<file path="src/rtl/round_timer_ctrl.sv">
// round_timer_ctrl: round sequencer for aux_timer; loads the round length, strobes ena_cnt once per
// TICK_CYCLES clocks, supports pause/restart, and turns tc into a one-cycle time_up event.
module round_timer_ctrl #(
  parameter int TICK_CYCLES = 31_500_000,
  parameter int WARN_SEC    = 5
) (
  input  logic       clk,
  input  logic       reset,
  input  logic       start,
  input  logic       pause,
  input  logic [7:0] level_sec,
  input  logic       tc,
  output logic       ena_cnt,
  output logic       loadN,
  output logic [7:0] data_in,
  output logic       time_up,
  output logic       running,
  output logic       paused,
  output logic [7:0] sec_left,
  output logic       warning
);
  localparam int PW = $clog2(TICK_CYCLES);
  localparam logic [PW-1:0] LAST = PW'(TICK_CYCLES - 1);
  localparam logic [7:0] WARN = 8'(WARN_SEC);
  typedef enum logic [2:0] {IDLE, LOAD, RUN, PAUSED, EXPIRED} state_t;
  state_t        r_state;
  logic [PW-1:0] r_presc;
  logic          w_adv;
  // The prescaler only runs while the count is live, so a pause resumes mid-tick.
  assign w_adv = r_state == RUN && !pause && !tc;
  always_ff @(posedge clk) begin
    if (reset) begin
      r_state  <= IDLE;
      r_presc  <= '0;
      ena_cnt  <= 1'b0;
      data_in  <= '0;
      time_up  <= 1'b0;
      sec_left <= '0;
    end else if (start) begin
      r_state  <= LOAD;
      r_presc  <= '0;
      ena_cnt  <= 1'b0;
      data_in  <= level_sec;
      time_up  <= 1'b0;
      sec_left <= level_sec;
    end else begin
      r_presc  <= w_adv ? (r_presc == LAST ? '0 : r_presc + 1'b1) : r_presc;
      ena_cnt  <= w_adv && r_presc == LAST;
      sec_left <= (ena_cnt && sec_left != 0) ? sec_left - 1'b1 : sec_left;
      time_up  <= r_state == RUN && tc;
      r_state  <= r_state == LOAD ? RUN :
                  r_state == RUN ? (tc ? EXPIRED : pause ? PAUSED : RUN) :
                  (r_state == PAUSED && !pause) ? RUN : r_state;
    end
  end
  assign loadN   = r_state != LOAD;
  assign running = r_state == RUN || r_state == PAUSED;
  assign paused  = r_state == PAUSED;
  assign warning = running && sec_left != 0 && sec_left <= WARN;
endmodule
</file>
<file path="config.mk">
export PLATFORM = sky130hd
export DESIGN_NAME = round_timer_ctrl
export DESIGN_NICKNAME = d
export VERILOG_FILES = /design/src/rtl/round_timer_ctrl.sv
export SDC_FILE = /design/constraint.sdc
export NUM_CORES = 1
export LEC_CHECK = 0
export ABC_CLOCK_PERIOD_IN_PS = 4800
export BUFFER_PORTS_ARGS = -buffer_cell sky130_fd_sc_hd__buf_2
export CAP_MARGIN = 20
export CORE_MARGIN = 2
export CORE_UTILIZATION = 61
export DETAILED_ROUTE_END_ITERATION = 8
export PLACE_DENSITY = 0.95
export RECOVER_POWER = 100
export SYNTH_ARGS = -nofsm -noshare
export SYNTH_HDL_FRONTEND = slang
export SYNTH_SLANG_ARGS = --single-unit
</file>
<file path="constraint.sdc">
create_clock -name clk -period 4.8 [get_ports clk]
set_clock_uncertainty 0.2 [all_clocks]
set_input_delay 0.48 -clock clk [delete_from_list [all_inputs] [get_ports clk]]
set_output_delay 0.48 -clock clk [all_outputs]
set_load 0.01 [all_outputs]
</file>
==> results.sh, run 1 <==
export IMPL_hold_viol=0
export IMPL_syn_avg_cell_area_um2=8.40
export IMPL_hold_ws_ns=0.235
export IMPL_post_route_util=0.699
export IMPL_nets=322
export IMPL_gp_congestion=0.864
export IMPL_grt_max_degree=21
export IMPL_r2r_start="r_presc[0]"
export IMPL_netlist_top_cells_area="dfxtp_1 (40%), a21oi_1 (5.2%), or4_1 (4.8%)"
export IMPL_grt_pass1_wl_mm=9.26
export IMPL_cp_top_family="buffers and inverters"
export IMPL_timing_fmax_ghz=0.378
export IMPL_cts_root_buffer="clkbuf_8"
export IMPL_cp_cell_sequence="ha_1 -> and4b_1 -> nand4_1 -> o21ai_0 -> clkbuf_1 -> nor2_1"
export IMPL_antennaDiodeCount=0
export IMPL_ys_ff_latch=46
export IMPL_end_kind="register"
export IMPL_min_period_over_period=0.551
export IMPL_vias_per_cell=6.39
export IMPL_power_w=0.000693
export IMPL_yosys_warnings=0
export IMPL_hold_buffers=0
export IMPL_clk_path_buf_depth=2
export IMPL_die_area_um2=4330
export IMPL_cts_resized=0
export IMPL_syn_inst=277
export IMPL_gr_total_overflow=0
export IMPL_required_ns=4.73
export IMPL_drc=0
export IMPL_powerDensity_nw_per_um2=271
export IMPL_post_place_ws_ns=2.19
export IMPL_yosysTopAreaCell="dfxtp_1"
export IMPL_ir_drop_v=0.000236
export IMPL_start_util=0.636
export IMPL_synth_enable_flop_cells=0
export IMPL_post_cts_buffers=0
export IMPL_fp_dieH_um=65.8
export IMPL_grt_pass1_vias=2082
export IMPL_totalWireLength_mm=5.43
export IMPL_synth_main_ff_cell="dfxtp_1"
export IMPL_critPathMaxStageDelay_ns=0.69
export IMPL_drv_slew=0
export IMPL_cts_buffers=5
export IMPL_dpl_hpwl_mm=3.74
export IMPL_num_vias=2251
export IMPL_rrSetupSlack_ns=2.15
export IMPL_synth_top_area_frac=0.396
export IMPL_drive_gt1_frac=0.0757
export IMPL_startpoint_type="register"
export IMPL_async_flop_share=0
export IMPL_synth_most_common_cell="dfxtp_1"
export IMPL_setup_violations=0
export IMPL_htree_levels=2
export IMPL_rr_endpoint="r_presc[7]"
export IMPL_cp_arrival_ns=2.58
export IMPL_ys_seq_area_frac=0.396
export IMPL_io_buffers=34
export IMPL_clkTransAtPathRegs_ns=0.08
export IMPL_setup_tns_final_ns=0
export IMPL_fin_ws_ns=2.15
export IMPL_synth_cell_types=50
export IMPL_cap_viol_max_count=0
export IMPL_slowest_stage="clkbuf_1"
export IMPL_whs_path_depth=3
export IMPL_worstHoldStart="level_sec[2]"
export IMPL_cp_max_fo=20
export IMPL_mappedNetlistArea_um2=2330
export IMPL_die_width_um=65.8
export IMPL_path_buf_inv=1
export IMPL_hold_class="in2reg"
export IMPL_ant_nets=0
export IMPL_hold_end="data_in[2]"
export IMPL_period_needed_ns=2.65
export IMPL_timing_slew_headroom=0.413
export IMPL_cts_tree="done"
export IMPL_area_growth_pct=10.0
export IMPL_worst_pin_slew_ns=0.880
export IMPL_fp_row_count=22
export IMPL_first_pass_iters=4
export IMPL_status="finished clean"
export IMPL_io_pins=35
export IMPL_clock_latency_ns=0.30
export IMPL_p_leak_nw=0.814
export IMPL_grt_usage=0.270
export IMPL_rsz0062_at_grt="no"
export IMPL_drtIter0Drc=110
export IMPL_crit_type="reg2reg"
export IMPL_cts_sinks=46
export IMPL_netlist_top_cells_count="dfxtp_1 (46), nor2_1 (27), a21oi_1 (24)"
export IMPL_wl_per_cell_um=15.4
export IMPL_antenna_found_initial=0
export IMPL_syn_nets=294
export IMPL_core_um2=3660
export IMPL_rr_worst_depth=6
kinds of logic after synthesis:
kind of cell | share of synthesized area
compound gates | 0.167
simple gates | 0.304
mux | 0.0344
flops | 0.396
xor+xnor | 0.0376
fa+ha+maj | 0.0215
buf+inv | 0.0398
final cells by class:
type / instances / area (um^2)
fill: 289 / 1100
sequential: 46 / 921
multi-input combinational: 207 / 1310
timing repair buffer: 35 / 145
tap: 48 / 60.1
clock buffer: 6 / 82.6
inverter: 10 / 37.5
per-layer routing:
metal,global-route usage,vias to the layer above,part of all wire
li1,-,1089,-
met1,0.365,1090,0.46
met2,0.438,66,0.48
met3,0.0599,6,0.052
met4,0.0677,0,0.0081
met5,0,-,0
power breakdown:
part           leakage [nW]  switching [W]  internal (W)
clock network        0.0431       0.000122      0.000111
registers             0.374     0.00000961      0.000390
logic                 0.397      0.0000379     0.0000217
worst max path at each step:
stage	from	depth (start not counted)	slack [ns]	end
2_1_floorplan	tc	6	2.55	r_presc[13]
3_3_place_gp	tc	5	2.23	r_presc[19]
3_5_place_dp	tc	5	2.19	r_presc[19]
4_1_cts	sec_left[4]	3	2.35	warning
5_1_grt	r_presc[1]	6	2.01	r_presc[7]
6_report	r_presc[0]	6	2.15	r_presc[7]
through the flow:
stage / cell area (um^2) / cells
final: 2560 / 352
after global placement: 2510 / 346
after floorplan: 2330 / 277
after global routing: 2560 / 352
after detailed placement: 2510 / 346
after CTS: 2590 / 352
registers in the layout, summed over array words and instances, names as in the netlist:
signal    count
r_state       3
data_in       8
ena_cnt       1
time_up       1
r_presc      25
sec_left      8
worst min-delay path: cells and delay by family:
kind	cells	cell delay (ns)
mux	1	0.06
simple gates	1	0.07
buf+inv	1	0.09
placed cells by master (no fill, tap or decap), drive strengths merged, types with 2 or more instances in the layout:
cell | synthesis | layout
a31oi | 3 | 3
ha | 4 | 4
nand3 | 9 | 9
nor4 | 5 | 5
o41ai | 2 | 2
nand4 | 10 | 10
o21ai | 7 | 7
a2111oi | 2 | 2
or2 | 2 | 2
and4b | 2 | 2
inv | 10 | 10
a211oi | 4 | 4
nor2 | 27 | 27
o31ai | 11 | 11
dfxtp | 46 | 46
clkbuf | 10 | 30
or4 | 15 | 15
mux2i | 8 | 8
nor3 | 6 | 6
nand4b | 2 | 2
xnor2 | 4 | 4
and3 | 2 | 2
nand3b | 2 | 2
buf | 4 | 11
or3 | 8 | 8
xor2 | 6 | 6
nor4b | 2 | 2
nand2b | 2 | 2
nand2 | 23 | 23
a21oi | 24 | 24
(Power assumes the default switching activity.)
==> run 2: changes to the inputs <==
Settings changed: ABC_AREA set to 1, ABC_CLOCK_PERIOD_IN_PS 4800 to 2440, CORE_UTILIZATION 61 to 57, PLACE_DENSITY 0.95 to 0.89.
Clock period 4.8 ns to 2.44 ns, I/O delays scaled along.
==> run 2 against run 1 <==
Net effect: worst hold slack lost 0.23 ns; setup slack lost 1.7 ns; critical path depth shrank 1; power grew 99%; global-route usage shrank 4.8 points; wire length shrank 2.3%; final area grew 6.0%; non-clock buffer count shrank 1; sequential power grew 97%.
==> results.sh, run 2 <==
export IMPL_status="finished clean"
export IMPL_slowest_stage="dfxtp_1"
export IMPL_ys_seq_area_frac=0.373
export IMPL_hold_class="in2reg"
export IMPL_required_ns=2.00
export IMPL_yosys_warnings=0
export IMPL_num_vias=2460
export IMPL_io_pins=35
export IMPL_hold_ws_ns=0.00413
export IMPL_path_buf_inv=2
export IMPL_cp_common_cell="nor3_1"
export IMPL_clk_path_buf_depth=2
export IMPL_vias_per_cell=5.19
export IMPL_timing_fmax_ghz=0.493
export IMPL_final_cell_mix="nand2_1 (113), nor2_1 (82), inv_1 (47)"
export IMPL_gp_congestion=0.884
export IMPL_netlist_top_cells_area="dfxtp_1 (37%), nand2_1 (17%), nor2_1 (12%)"
export IMPL_htree_levels=2
export IMPL_cts_resized=0
export IMPL_area_growth_pct=9.88
export IMPL_post_cts_buffers=0
export IMPL_netlist_top_cells_count="nand2_1 (111), nor2_1 (79), dfxtp_1 (46), inv_1 (46), nand3_1 (26)"
export IMPL_totalWireLength_mm=5.31
export IMPL_drtIter0Drc=221
export IMPL_mappedNetlistArea_um2=2470
export IMPL_pwr_share_comb=0.110
export IMPL_synth_most_common_cell="nand2_1"
export IMPL_fp_row_count=23
export IMPL_dpl_hpwl_mm=4.08
export IMPL_grt_pass1_wl_mm=8.94
export IMPL_syn_avg_cell_area_um2=6.38
export IMPL_cp_top_family="buffers and inverters"
export IMPL_final_common_cell="nand2_1"
export IMPL_switchingPower_w=0.000359
export IMPL_cts_root_buffer="clkbuf_8"
export IMPL_wl_per_cell_um=11.2
export IMPL_cap_viol_max_count=0
export IMPL_io_buffers=34
export IMPL_antenna_found_initial=0
export IMPL_syn_inst=387
export IMPL_end_kind="primary output"
export IMPL_synth_cell_types=23
export IMPL_largest_reg_flops=25
export IMPL_yosysTopAreaCell="dfxtp_1"
export IMPL_p_sw_frac=0.260
export IMPL_nets=441
export IMPL_cts_buffers=5
export IMPL_reg_top3="r_presc (25), data_in (8), sec_left (8)"
export IMPL_intPower_w=0.00102
export IMPL_start_util=0.604
export IMPL_pwr_share_seq=0.572
export IMPL_grt_usage=0.222
export IMPL_design_area_um2=2710
export IMPL_antennaDiodeCount=0
export IMPL_crit_type="reg2out"
export IMPL_async_flop_share=0
export IMPL_min_period_over_period=0.831
export IMPL_hold_buffers=0
export IMPL_synth_top_area_frac=0.373
export IMPL_gr_total_overflow=0
export IMPL_die_width_um=69.8
export IMPL_synth_enable_flop_cells=0
export IMPL_powerDensity_nw_per_um2=507
export IMPL_grt_pass1_vias=2183
export IMPL_period_needed_ns=2.03
export IMPL_synth_main_ff_cell="dfxtp_1"
export IMPL_grt_max_degree=14
export IMPL_first_pass_iters=4
export IMPL_cp_max_fo=7
export IMPL_ys_ff_latch=46
export IMPL_pwr_share_clk=0.318
export IMPL_setup_violations=0
export IMPL_die_area_um2=4880
export IMPL_placed_area_um2=2690
export IMPL_rsz0062_at_grt="no"
export IMPL_hold_viol=0
export IMPL_syn_nets=404
export IMPL_setup_tns_final_ns=0
export IMPL_drv_slew=0
export IMPL_cp_arrival_ns=1.58
export IMPL_drive_gt1_frac=0.0590
export IMPL_startpoint_type="register"
export IMPL_top_register="r_presc"
export IMPL_cts_sinks=46
export IMPL_core_um2=4090
export IMPL_worst_pin_slew_ns=0.510
export IMPL_p_leak_nw=1.15
export IMPL_cp_cell_sequence="inv_1 -> ha_1 -> nor3_1 -> nor3_1 -> clkbuf_1"
export IMPL_timing_slew_headroom=0.658
export IMPL_ant_nets=0
export IMPL_drc=0
export IMPL_critPathMaxStageDelay_ns=0.35
export IMPL_cts_tree="done"
export IMPL_clock_latency_ns=0.29
export IMPL_ir_drop_v=0.000430
export IMPL_clkTransAtPathRegs_ns=0.08
export IMPL_fp_dieH_um=69.8
run 2: changes by cell type in the layout (fill, tap and decap cells not counted), sizes merged, moves of 7 or more:
| cell | change |
|---|---|
| inv | +38 |
| mux2i | -7 |
| nand2 | +90 |
| nand3 | +18 |
| nor2 | +60 |
| o31ai | -11 |
| or3 | -8 |
| or4 | -15 |
run 2: metrics by stage:
stage,utilization,std cells,total power [W],setup WS (ns)
after floorplan,-,387,0.000910,0.857
after global placement,0.658,467,0.000958,0.682
after detailed placement,0.658,467,0.000962,0.582
after CTS,0.676,474,0.00139,0.441
after global routing,0.664,474,0.00144,0.246
final,0.664,474,0.00138,0.413
run 2: cell families (layout without fill, tap and decap cells):
| family | after synthesis | in the layout | share of synthesized area |
|---|---|---|---|
| compound gates | 34 | 34 | 0.0719 |
| xor+xnor | 8 | 8 | 0.0284 |
| fa+ha+maj | 4 | 4 | 0.0203 |
| buf+inv | 52 | 89 | 0.0790 |
| flops | 46 | 46 | 0.373 |
| mux | 1 | 1 | 0.00405 |
| simple gates | 242 | 242 | 0.424 |
run 2: area by class of cell:
type / instances / area (um^2)
fillers: 345 / 1370
multi-input cells: 289 / 1330
flip-flops and latches: 46 / 921
inverters: 48 / 180
repair buffers: 34 / 143
clock buffers: 7 / 76.3
well taps: 50 / 62.6
run 2: power groups by stage:
stage          Sequential, W  Clock (W)  Combinational [W]
4_1_cts             0.000787   0.000444           0.000158
3_5_place_dp        0.000805          0           0.000157
2_1_floorplan       0.000810          0          0.0000997
6_report            0.000788   0.000438           0.000151
3_3_place_gp        0.000804          0           0.000154
5_1_grt             0.000790   0.000476           0.000170
run 2: worst min-delay path: stages:
cell and delay [ns]:
buf_2 0.07, nand3_1 0.08, nand2_1 0.07
run 2: layer usage:
| layer | part of all wire | track usage |
|---|---|---|
| met3 | 0.065 | 0.0552 |
| met1 | 0.46 | 0.274 |
| met2 | 0.45 | 0.380 |
| met5 | 0 | 0 |
| met4 | 0.015 | 0.0684 |
run 2: path summary, 6_finish.rpt:
| kind | start | end | slack [ns] | cells past startpoint |
|---|---|---|---|---|
| setup / recovery | sec_left[0] | warning | 0.41 | 5 |
| hold / removal | level_sec[0] | sec_left[0] | 0.004 | 3 |
| setup reg to reg | r_state[1] | r_presc[19] | 0.47 | 8 |
| hold reg to reg | data_in[1] | data_in[1] | 0.27 | 2 |
